**config.mk**
```make
export PLATFORM = sky130hd
export DESIGN_NAME = csi_tx_packet_builder
export DESIGN_NICKNAME = d
export VERILOG_FILES = /design/src/rtl/csi_tx_packet_builder.sv
export SDC_FILE = /design/constraint.sdc
export NUM_CORES = 1
export LEC_CHECK = 0
export CAP_MARGIN = 20
export CORE_AREA = 2 2 135 137
export CTS_CLUSTER_DIAMETER = 40
export DETAILED_ROUTE_END_ITERATION = 8
export DIE_AREA = 0 0 137 139
export GPL_ROUTABILITY_DRIVEN = 0
export PLACE_DENSITY = 0.6
export SYNTH_ARGS = -nofsm -noshare
export SYNTH_HDL_FRONTEND = slang
export SYNTH_SLANG_ARGS = --single-unit
```
**constraint.sdc**
```tcl
create_clock -name hs_tx_word_clk -period 5 [get_ports hs_tx_word_clk]
set_input_delay 1 -clock hs_tx_word_clk [delete_from_list [all_inputs] [get_ports hs_tx_word_clk]]
set_output_delay 1 -clock hs_tx_word_clk [all_outputs]
set_load 0.01 [all_outputs]
```
**src/rtl/csi_tx_packet_builder.sv**
```systemverilog
// ---------------------------------------------------------------------------
// csi_tx_packet_builder
//
// Turns a CSI-2 packet request (data identifier, word count, payload byte
// stream) into a complete low-level-protocol byte burst. The burst is
// written into the shared TX fifo, then a one-cycle TxRequestHS is raised
// with the padded burst length. The block then waits for the PHY to leave
// and re-enter Stopstate before it accepts the next request.
//
// Burst layout:
//   DI, WC[7:0], WC[15:8], ECC                      (short: DT < 0x10)
//   DI, WC[7:0], WC[15:8], ECC, payload, CRC lo, CRC hi   (long)
//   followed by 0x00 bytes up to a multiple of N_DATA_LANES.
// Requests whose padded length exceeds FIFO_DEPTH are rejected: pkt_err
// pulses and the payload is drained without touching the fifo.
//
// Ports:
//   hs_tx_word_clk       HS TX word clock, only clock of this block
//   rst                  synchronous active-high reset
//   pkt_valid/pkt_ready  packet request handshake
//   pkt_di, pkt_wc       data identifier {VC,DT} and word count
//   pld_valid/pld_ready  payload byte handshake, pld_data byte
//   fifo_push/fifo_data  byte write into the TX fifo, fifo_full backpressure
//   TxRequestHS          one-cycle burst request to the D-PHY adapter
//   BurstSize            padded burst byte count, stable until IDLE
//   Stopstate            lane stop state from the adapter
//   pkt_err              one-cycle pulse for an oversize request
//   busy                 high whenever the FSM is not IDLE
// ---------------------------------------------------------------------------
module csi_tx_packet_builder #(
    parameter int N_DATA_LANES = 4,
    parameter int FIFO_DEPTH   = 4096
) (
    input  logic        hs_tx_word_clk,
    input  logic        rst,
    input  logic        pkt_valid,
    output logic        pkt_ready,
    input  logic [7:0]  pkt_di,
    input  logic [15:0] pkt_wc,
    input  logic        pld_valid,
    output logic        pld_ready,
    input  logic [7:0]  pld_data,
    output logic        fifo_push,
    output logic [7:0]  fifo_data,
    input  logic        fifo_full,
    output logic        TxRequestHS,
    output logic [15:0] BurstSize,
    input  logic        Stopstate,
    output logic        pkt_err,
    output logic        busy
);

    typedef enum logic [3:0] {
        S_IDLE,
        S_HDR,
        S_PLD,
        S_CRC,
        S_PAD,
        S_REQ,
        S_WAIT_LOW,
        S_WAIT_HIGH,
        S_DRAIN
    } state_t;

    // Length arithmetic is done in 18 bits: a 65535-byte payload plus
    // header, CRC and pad does not fit in 16.
    localparam logic [17:0] LANES = 18'(N_DATA_LANES);
    localparam logic [17:0] DEPTH = 18'(FIFO_DEPTH);

    // Row masks of the CSI-2 header Hamming code: ECC bit i is the parity
    // of the 24 header bits selected by ECC_MASK[i].
    localparam logic [5:0][23:0] ECC_MASK = {
        24'hEFFC00,   // P5
        24'hDF03F0,   // P4
        24'hB8E38E,   // P3
        24'h749A6D,   // P2
        24'hF2555B,   // P1
        24'hF12CB7    // P0
    };

    // Reflected CRC-16 (0x8408) update for one byte, LSB first.
    function automatic logic [15:0] crc16_update(input logic [15:0] crc_in,
                                                 input logic [7:0]  data_in);
        logic [15:0] c;
        c = crc_in ^ {8'h00, data_in};
        for (int i = 0; i < 8; i++) begin
            c = c[0] ? ((c >> 1) ^ 16'h8408) : (c >> 1);
        end
        return c;
    endfunction

    // ------------------------------------------------------------------
    // State and datapath registers
    // ------------------------------------------------------------------
    state_t      state_q, state_d;
    logic [7:0]  di_q, di_d;
    logic [15:0] wc_q, wc_d;
    logic [7:0]  ecc_q, ecc_d;
    logic [15:0] pad_q, pad_d;
    logic [15:0] cnt_q, cnt_d;
    logic [15:0] crc_q, crc_d;
    logic [15:0] burst_q, burst_d;
    logic        err_q, err_d;

    // ------------------------------------------------------------------
    // Accept-time computations, taken straight from the request inputs
    // ------------------------------------------------------------------
    logic [23:0] hdr_word;
    logic [5:0]  ecc_par;
    logic        acc_long;
    logic [17:0] raw_len;
    logic [17:0] raw_mod;
    logic [15:0] pad_len;
    logic [17:0] padded_len;
    logic        oversize;
    logic        cur_long;

    assign hdr_word = {pkt_wc, pkt_di};

    generate
        for (genvar gi = 0; gi < 6; gi++) begin : g_ecc
            assign ecc_par[gi] = ^(hdr_word & ECC_MASK[gi]);
        end
    endgenerate

    always_comb begin
        acc_long   = (pkt_di[5:0] >= 6'h10);
        raw_len    = acc_long ? (18'(pkt_wc) + 18'd6) : 18'd4;
        raw_mod    = raw_len % LANES;
        pad_len    = (raw_mod == 18'd0) ? 16'd0 : 16'(LANES - raw_mod);
        padded_len = raw_len + 18'(pad_len);
        oversize   = (padded_len > DEPTH);
    end

    assign cur_long = (di_q[5:0] >= 6'h10);

    // ------------------------------------------------------------------
    // Process 1: state register
    // ------------------------------------------------------------------
    always_ff @(posedge hs_tx_word_clk) begin
        if (rst) begin
            state_q <= S_IDLE;
            di_q    <= 8'h00;
            wc_q    <= 16'h0000;
            ecc_q   <= 8'h00;
            pad_q   <= 16'h0000;
            cnt_q   <= 16'h0000;
            crc_q   <= 16'hFFFF;
            burst_q <= 16'h0000;
            err_q   <= 1'b0;
        end else begin
            state_q <= state_d;
            di_q    <= di_d;
            wc_q    <= wc_d;
            ecc_q   <= ecc_d;
            pad_q   <= pad_d;
            cnt_q   <= cnt_d;
            crc_q   <= crc_d;
            burst_q <= burst_d;
            err_q   <= err_d;
        end
    end

    // ------------------------------------------------------------------
    // Process 2: next-state and datapath update
    // cnt_q is a shared byte index: header byte, payload byte, CRC byte
    // or pad byte depending on the state.
    // ------------------------------------------------------------------
    always_comb begin
        state_d = state_q;
        di_d    = di_q;
        wc_d    = wc_q;
        ecc_d   = ecc_q;
        pad_d   = pad_q;
        cnt_d   = cnt_q;
        crc_d   = crc_q;
        burst_d = burst_q;
        err_d   = 1'b0;

        case (state_q)
            S_IDLE: begin
                if (pkt_valid && pkt_ready) begin
                    di_d  = pkt_di;
                    wc_d  = pkt_wc;
                    ecc_d = {2'b00, ecc_par};
                    pad_d = pad_len;
                    cnt_d = 16'd0;
                    crc_d = 16'hFFFF;
                    if (oversize) begin
                        err_d   = 1'b1;
                        state_d = S_DRAIN;
                    end else begin
                        burst_d = padded_len[15:0];
                        state_d = S_HDR;
                    end
                end
            end

            S_HDR: begin
                if (!fifo_full) begin
                    if (cnt_q == 16'd3) begin
                        cnt_d = 16'd0;
                        if (cur_long) begin
                            state_d = (wc_q != 16'd0) ? S_PLD : S_CRC;
                        end else begin
                            state_d = (pad_q != 16'd0) ? S_PAD : S_REQ;
                        end
                    end else begin
                        cnt_d = cnt_q + 16'd1;
                    end
                end
            end

            S_PLD: begin
                if (pld_valid && !fifo_full) begin
                    crc_d = crc16_update(crc_q, pld_data);
                    if (cnt_q == wc_q - 16'd1) begin
                        cnt_d   = 16'd0;
                        state_d = S_CRC;
                    end else begin
                        cnt_d = cnt_q + 16'd1;
                    end
                end
            end

            S_CRC: begin
                if (!fifo_full) begin
                    if (cnt_q == 16'd1) begin
                        cnt_d   = 16'd0;
                        state_d = (pad_q != 16'd0) ? S_PAD : S_REQ;
                    end else begin
                        cnt_d = cnt_q + 16'd1;
                    end
                end
            end

            S_PAD: begin
                if (!fifo_full) begin
                    if (cnt_q == pad_q - 16'd1) begin
                        cnt_d   = 16'd0;
                        state_d = S_REQ;
                    end else begin
                        cnt_d = cnt_q + 16'd1;
                    end
                end
            end

            S_REQ: begin
                state_d = S_WAIT_LOW;
            end

            // Stopstate low means the adapter has started the burst.
            S_WAIT_LOW: begin
                if (!Stopstate) begin
                    state_d = S_WAIT_HIGH;
                end
            end

            S_WAIT_HIGH: begin
                if (Stopstate) begin
                    state_d = S_IDLE;
                end
            end

            // Oversize request: swallow the payload, never touch the fifo.
            S_DRAIN: begin
                if (wc_q == 16'd0) begin
                    state_d = S_IDLE;
                end else if (pld_valid) begin
                    if (cnt_q == wc_q - 16'd1) begin
                        cnt_d   = 16'd0;
                        state_d = S_IDLE;
                    end else begin
                        cnt_d = cnt_q + 16'd1;
                    end
                end
            end

            default: begin
                state_d = S_IDLE;
            end
        endcase
    end

    // ------------------------------------------------------------------
    // Process 3: outputs
    // Strobes are masked by rst so nothing leaks out during the reset
    // cycle itself, even when reset lands mid-packet.
    // ------------------------------------------------------------------
    always_comb begin
        pkt_ready   = 1'b0;
        pld_ready   = 1'b0;
        fifo_push   = 1'b0;
        fifo_data   = 8'h00;
        TxRequestHS = 1'b0;

        case (state_q)
            S_IDLE: begin
                pkt_ready = 1'b1;
            end

            S_HDR: begin
                fifo_push = !fifo_full;
                case (cnt_q[1:0])
                    2'd0:    fifo_data = di_q;
                    2'd1:    fifo_data = wc_q[7:0];
                    2'd2:    fifo_data = wc_q[15:8];
                    default: fifo_data = ecc_q;
                endcase
            end

            S_PLD: begin
                pld_ready = !fifo_full;
                fifo_push = pld_valid && !fifo_full;
                fifo_data = pld_data;
            end

            S_CRC: begin
                fifo_push = !fifo_full;
                fifo_data = (cnt_q == 16'd0) ? crc_q[7:0] : crc_q[15:8];
            end

            S_PAD: begin
                fifo_push = !fifo_full;
                fifo_data = 8'h00;
            end

            S_REQ: begin
                TxRequestHS = 1'b1;
            end

            S_DRAIN: begin
                pld_ready = 1'b1;
            end

            default: begin
            end
        endcase

        if (rst) begin
            pkt_ready   = 1'b0;
            pld_ready   = 1'b0;
            fifo_push   = 1'b0;
            TxRequestHS = 1'b0;
        end
    end

    assign BurstSize = burst_q;
    assign pkt_err   = err_q;
    assign busy      = (state_q != S_IDLE);

endmodule

```
==> results of run 1 <==
-- tightest hold or removal path, delay by kind of cell, from the launching register on --
| family | cells | cell delay, ns |
|---|---|---|
| flops | 1 | 0.31 |
| simple gates | 2 | 0.11 |
-- metal layers --
layer,vias up,part of all wire,track usage
li1,3043,-,-
met1,2888,0.47,0.2886
met2,212,0.45,0.2982
met3,27,0.064,0.03399
met4,0,0.017,0.05697
met5,-,0,0
-- worst min path at each step --
stage | to | slack [ns] | cells past startpoint
after floorplan | ecc_q[5] | 0.43 | 2
after global placement | ecc_q[5] | 0.45 | 2
after detailed placement | ecc_q[5] | 0.45 | 2
after CTS | ecc_q[5] | 0.46 | 2
after global routing | di_q[0] | 0.49 | 2
final | ecc_q[5] | 0.46 | 2
-- logic make-up after synthesis --
family,after synthesis
AOI/OAI and AO/OA,192
muxes,15
adders and majority gates,20
other,1
DFF,84
buffers and inverters,80
xor gates and xnor gates,111
and+or+nand+nor,331
-- flip-flops by register name, summed over array words and instances (netlist names) --
register,flops
state_q,4
cnt_q,16
BurstSize,15
crc_q,16
pkt_err,1
di_q,8
ecc_q,6
wc_q,16
pad_q,2
-- through the flow --
| step | cells | power, mW | worst slack [ns] |
|---|---|---|---|
| 5_1_grt | 1097 | 3.053 | 0.2368 |
| 6_report | 1097 | 2.863 | 0.4948 |
| 3_3_place_gp | 1082 | 2.185 | 0.2117 |
| 2_1_floorplan | 834 | 1.795 | 0.9150 |
| 3_5_place_dp | 1082 | 2.183 | 0.1318 |
| 4_1_cts | 1097 | 2.863 | 0.5033 |
-- layout by cell type, fill, tap and decap left out, types with 10 or more instances in the layout --
cell type        instances
nand2_1                114
dfxtp_1                 84
xnor2_1                 73
o21ai_0                 66
clkdlybuf4s50_1         66
nand3_1                 48
nor2_1                  40
xor2_1                  38
a21oi_1                 35
nor3_1                  26
ha_1                    20
inv_1                   19
nor4_1                  17
a31oi_1                 14
buf_4                   14
mux2i_1                 12
nand4_1                 11
and3_1                  10
-- Yosys cell counts, types with 11 or more instances --
cell and number:
a21oi_1 35, a31oi_1 14, clkbuf_1 48, dfxtp_1 84, ha_1 20, inv_1 19, mux2i_1 12, nand2_1 114
nand3_1 48, nand4_1 11, nor2_1 40, nor3_1 26, nor4_1 17, o21ai_0 66, xnor2_1 73, xor2_1 38
-- where the power goes --
part / internal (mW) / switching, mW / leakage (nW)
registers: 0.759 / 0.137 / 0.684
clock network: 0.395 / 0.281 / 0.144
logic: 0.517 / 0.773 / 1.73
total: 1.67 / 1.19 / 2.55
-- layout make-up --
class | instances | area, µm²
fill | 1841 | 10160
tap | 229 | 286.5
inverter | 19 | 71.32
sequential | 84 | 1682
clock inverter | 5 | 52.55
timing repair buffer | 80 | 765.7
clock buffer | 10 | 239.0
multi-input combinational | 670 | 4397
==> impl_metrics.toml, run 1 <==
[global_routing]
grt-ovfl-total = 0
grt_max_degree = 63
first_global_vias = 5630
antenna_found_initial = 0
track_usage = 0.1984
grt_pass1_wl_mm = 30.19

[worst_setup_path]
r2r-end = "cnt_q[15]"
critical_path_arrival_ns = 4.70
slowest_delay_ns = 0.58
cp_num_cells = 12
cp_data_required_time_ns = 5.19
startpoint_type = "input pin"
crit_path_start = "pkt_wc[2]"
reg2reg_from = "wc_q[2]"
path_max_fanout = 11
worstSetupEndpointType = "flip-flop"
path_delay_family = "simple AND/OR/NAND/NOR gates"
crit_end = "BurstSize[4]"
crit_buf_inv = 2
reg2reg_slack_ns = 1.52
crit_type = "in2reg"
r2r_cells = 10
path_cells = "clkdlybuf4s50_1 > inv_1 > ha_1 > nand3b_2 > or4_1 > a21oi_2 > nand3_1 > mux2i_1 > o31ai_2 > o211ai_4 > nor2_2 > a211oi_1"
cpMaxStageDelayCell = "or4_1"

[floorplanning]
num_io_pins = 68
die_area_um2 = 19040
die_w_um = 137
fp-row-count = 49
coreArea_um2 = 17660
die_h_um = 139
start_util = 0.3629

[clock_tree]
cts-hold-fix-buffers = 0
cts-resized-gates = 0
clkTransAtPathRegs_ns = 0.06
cts_tree = "built"
cts_sinks = 84
clock_path_buffers = 2
clk_latency_ns = 0.35
cts_buffers = 9
post_cts_buffers = 0
cts_root_buf = "clkbuf_16"
htree_levels = 3

[synth]
yosysWarnings = 0
synth_area_leaders = "dfxtp_1, xnor2_1, nand2_1, xor2_1, o21ai_0"
syn_area_per_cell_um2 = 7.683
async_reset_ff_frac = 0
synth_top_family_by_area = "simple AND/OR/NAND/NOR gates"
mappedNetlistNets = 892
synth_enable_flop_cells = 0
synthAdderAreaFrac = 0.03905
synth-simple-area-share = 0.2667
syn_area_um2 = 6407
synth-seq-cells = 84
syn_inst = 834
netlist.area_leader.share = 0.2624
synth_compound_area_frac = 0.2021
synth_mux_area_frac = 0.02578
synthXorXnorAreaFrac = 0.1517
ys.flop_type = "dfxtp_1"
yosysSeqAreaShare = 0.2624
synth_cell_types = 81
yosys.area.top_type = "dfxtp_1"

[sta]
worstMarginPinSlew_ns = 0.8355
setup_violations = 0
hold_violations = 0
period_minus_slack_ns = 4.505
whs_ns = 0.4580
setup_total_negative_slack_ns = 0
min_period_over_period = 0.9010
final-max-slew-violation-count = 0
rsz0062_at_grt = "false"
fmax_mhz = 222.0
relSlewSlack = 0.4430
skew_ns = 0.01294

[place]
port_buffers = 66
dpl.hpwl_mm = 13.71
place_area_um2 = 7202

[routing]
dr.pass1.iters = 6
postRouteWirelength_mm = 18.70
vias = 6170
drt_iter0_drc = 551
via_per_inst = 5.624
wire_per_inst_um = 17.05
drc = 0
ant_nets = 0

[min_path]
hold_path_class = "reg2reg"
min-delay-start = "ecc_q[5]"

[layout]
final_area_um2 = 7493
nets = 922
area_delta_synth_final_pct = 16.95
fin_util = 0.4244
drive_above_1_share = 0.07719
diodes = 0

[pwr]
power.density_nw_per_um2 = 382.0
p_leak_nw = 2.554
peakVddDrop_mv = 0.2556

[job]
drv_cap = 0

[status]
status = "completed"
(Power assumes the default switching activity.)
==> inputs of run 2 (changes only) <==
CAP_MARGIN = 10   (was 20)
==> results of run 2 <==
The final DEF is identical to that of run 1; final timing and power are the same.
==> inputs of run 3 (changes only) <==
clock period = 4.6 ns   (was 5 ns; I/O delays follow)
==> impl_metrics.toml, run 3 (synthesized netlist as in run 1, its figures left out) <==
[clock_tree]
clkTransAtPathRegs_ns = 0.06
cts_buffers = 9
cts-resized-gates = 0
cts_root_buf = "clkbuf_16"
cts_tree = "built"
post_cts_buffers = 0
cts_sinks = 84
clk_latency_ns = 0.35
cts-hold-fix-buffers = 0
clock_path_buffers = 2
htree_levels = 3

[routing]
wire_per_inst_um = 16.82
drc = 0
drt_iter0_drc = 429
via_per_inst = 5.569
ant_nets = 0
dr.pass1.iters = 5
vias = 6159
postRouteWirelength_mm = 18.60

[worst_setup_path]
critical_path_arrival_ns = 4.48
path_max_fanout = 11
r2r_cells = 10
worstSetupEndpointType = "flip-flop"
cp_data_required_time_ns = 4.86
startpoint_type = "input pin"
crit_type = "in2reg"

[layout]
final_cell_mix = "nand2_1, dfxtp_1, xnor2_1"
area_delta_synth_final_pct = 18.04
layout_commonest_cell = "nand2_1"
nets = 930
drive_above_1_share = 0.08562
final_area_um2 = 7564
reg_top3 = "cnt_q (16), crc_q (16), wc_q (16)"

[floorplanning]
die_area_um2 = 19040
die_h_um = 139
fp-row-count = 49
die_w_um = 137
start_util = 0.3629
coreArea_um2 = 17660
num_io_pins = 68

[sta]
whs_ns = 0.4743
min_period_over_period = 0.9188
final-max-slew-violation-count = 0
fin_ws_ns = 0.3736
setup_total_negative_slack_ns = 0
worstMarginPinSlew_ns = 0.7681
fmax_mhz = 236.6
hold_violations = 0
setup_violations = 0
period_minus_slack_ns = 4.226
skew_ns = 0.008526
relSlewSlack = 0.4843
rsz0062_at_grt = "false"

[global_routing]
track_usage = 0.1975
grt-ovfl-total = 0
first_global_vias = 5690
grt_max_degree = 63
grt_pass1_wl_mm = 29.92
antenna_found_initial = 0

[pwr]
p_leak_nw = 2.595
peakVddDrop_mv = 0.2461
power.density_nw_per_um2 = 411.5

[place]
dp_slack_ns = 0.02949
dpl.hpwl_mm = 13.66
place_area_um2 = 7262
port_buffers = 66

[job]
drv_cap = 0

[status]
status = "completed"

[min_path]
hold_path_class = "reg2reg"
whs_path_depth = 2
## run 3: cell types whose count changed in the layout (fill, tap and decap cells not counted)
cell and delta:
clkinv_2 -2, buf_4 +8, diode_2 +1, inv_6 +2
## run 3: cell type report
class                           instances  area [µm²]
Tap cell                              229       286.5
Clock buffer                           10       239.0
Antenna cell                            1       2.502
Clock inverter                          5       60.06
Multi-Input combinational cell        670        4397
Inverter                               19       71.32
Fill cell                            1846       10090
Sequential cell                        84        1682
Timing Repair Buffer                   88       825.8
## run 3: where the power goes
| group | internal [mW] | switching, mW |
|---|---|---|
| clock network | 0.435 | 0.298 |
| registers | 0.825 | 0.155 |
| logic | 0.567 | 0.832 |
| total | 1.83 | 1.29 |
## run 3: per-layer routing
metal  global-route usage  vias up  share of wire
met5                    0        -              0
met4              0.06457        0          0.018
met3              0.03545       19          0.062
met2               0.3069      188           0.45
met1               0.2748     2891           0.47
li1                     -     3061              -
## run 3: per-stage QoR
| stage | utilization | power, mW | cells |
|---|---|---|---|
| after CTS | 0.4282 | 3.123 | 1105 |
| after floorplan | - | 1.951 | 834 |
| after global placement | 0.4113 | 2.375 | 1090 |
| after detailed placement | 0.4113 | 2.377 | 1090 |
| final | 0.4284 | 3.112 | 1106 |
| after global routing | 0.4282 | 3.326 | 1105 |
## run 3: path summary, 6_finish.rpt
kind / startpoint / to / slack (ns)
worst min register to register: di_q[7] / di_q[7] / 0.47
worst max register to register: wc_q[2] / cnt_q[9] / 1.21
worst min-delay path: di_q[7] / di_q[7] / 0.47
worst max-delay path: pkt_di[4] / BurstSize[8] / 0.37
## run 3: critical path: stages
cell and delay [ns]:
clkdlybuf4s50_1 0.48, inv_1 0.05, ha_1 0.25, nor2_1 0.15
inv_1 0.06, ha_1 0.21, or4_1 0.62, nor4_4 0.42
nand3_1 0.14, xor2_1 0.21, o2111a_2 0.22, o211ai_4 0.25
nor2_2 0.05, buf_4 0.20, a311oi_1 0.26
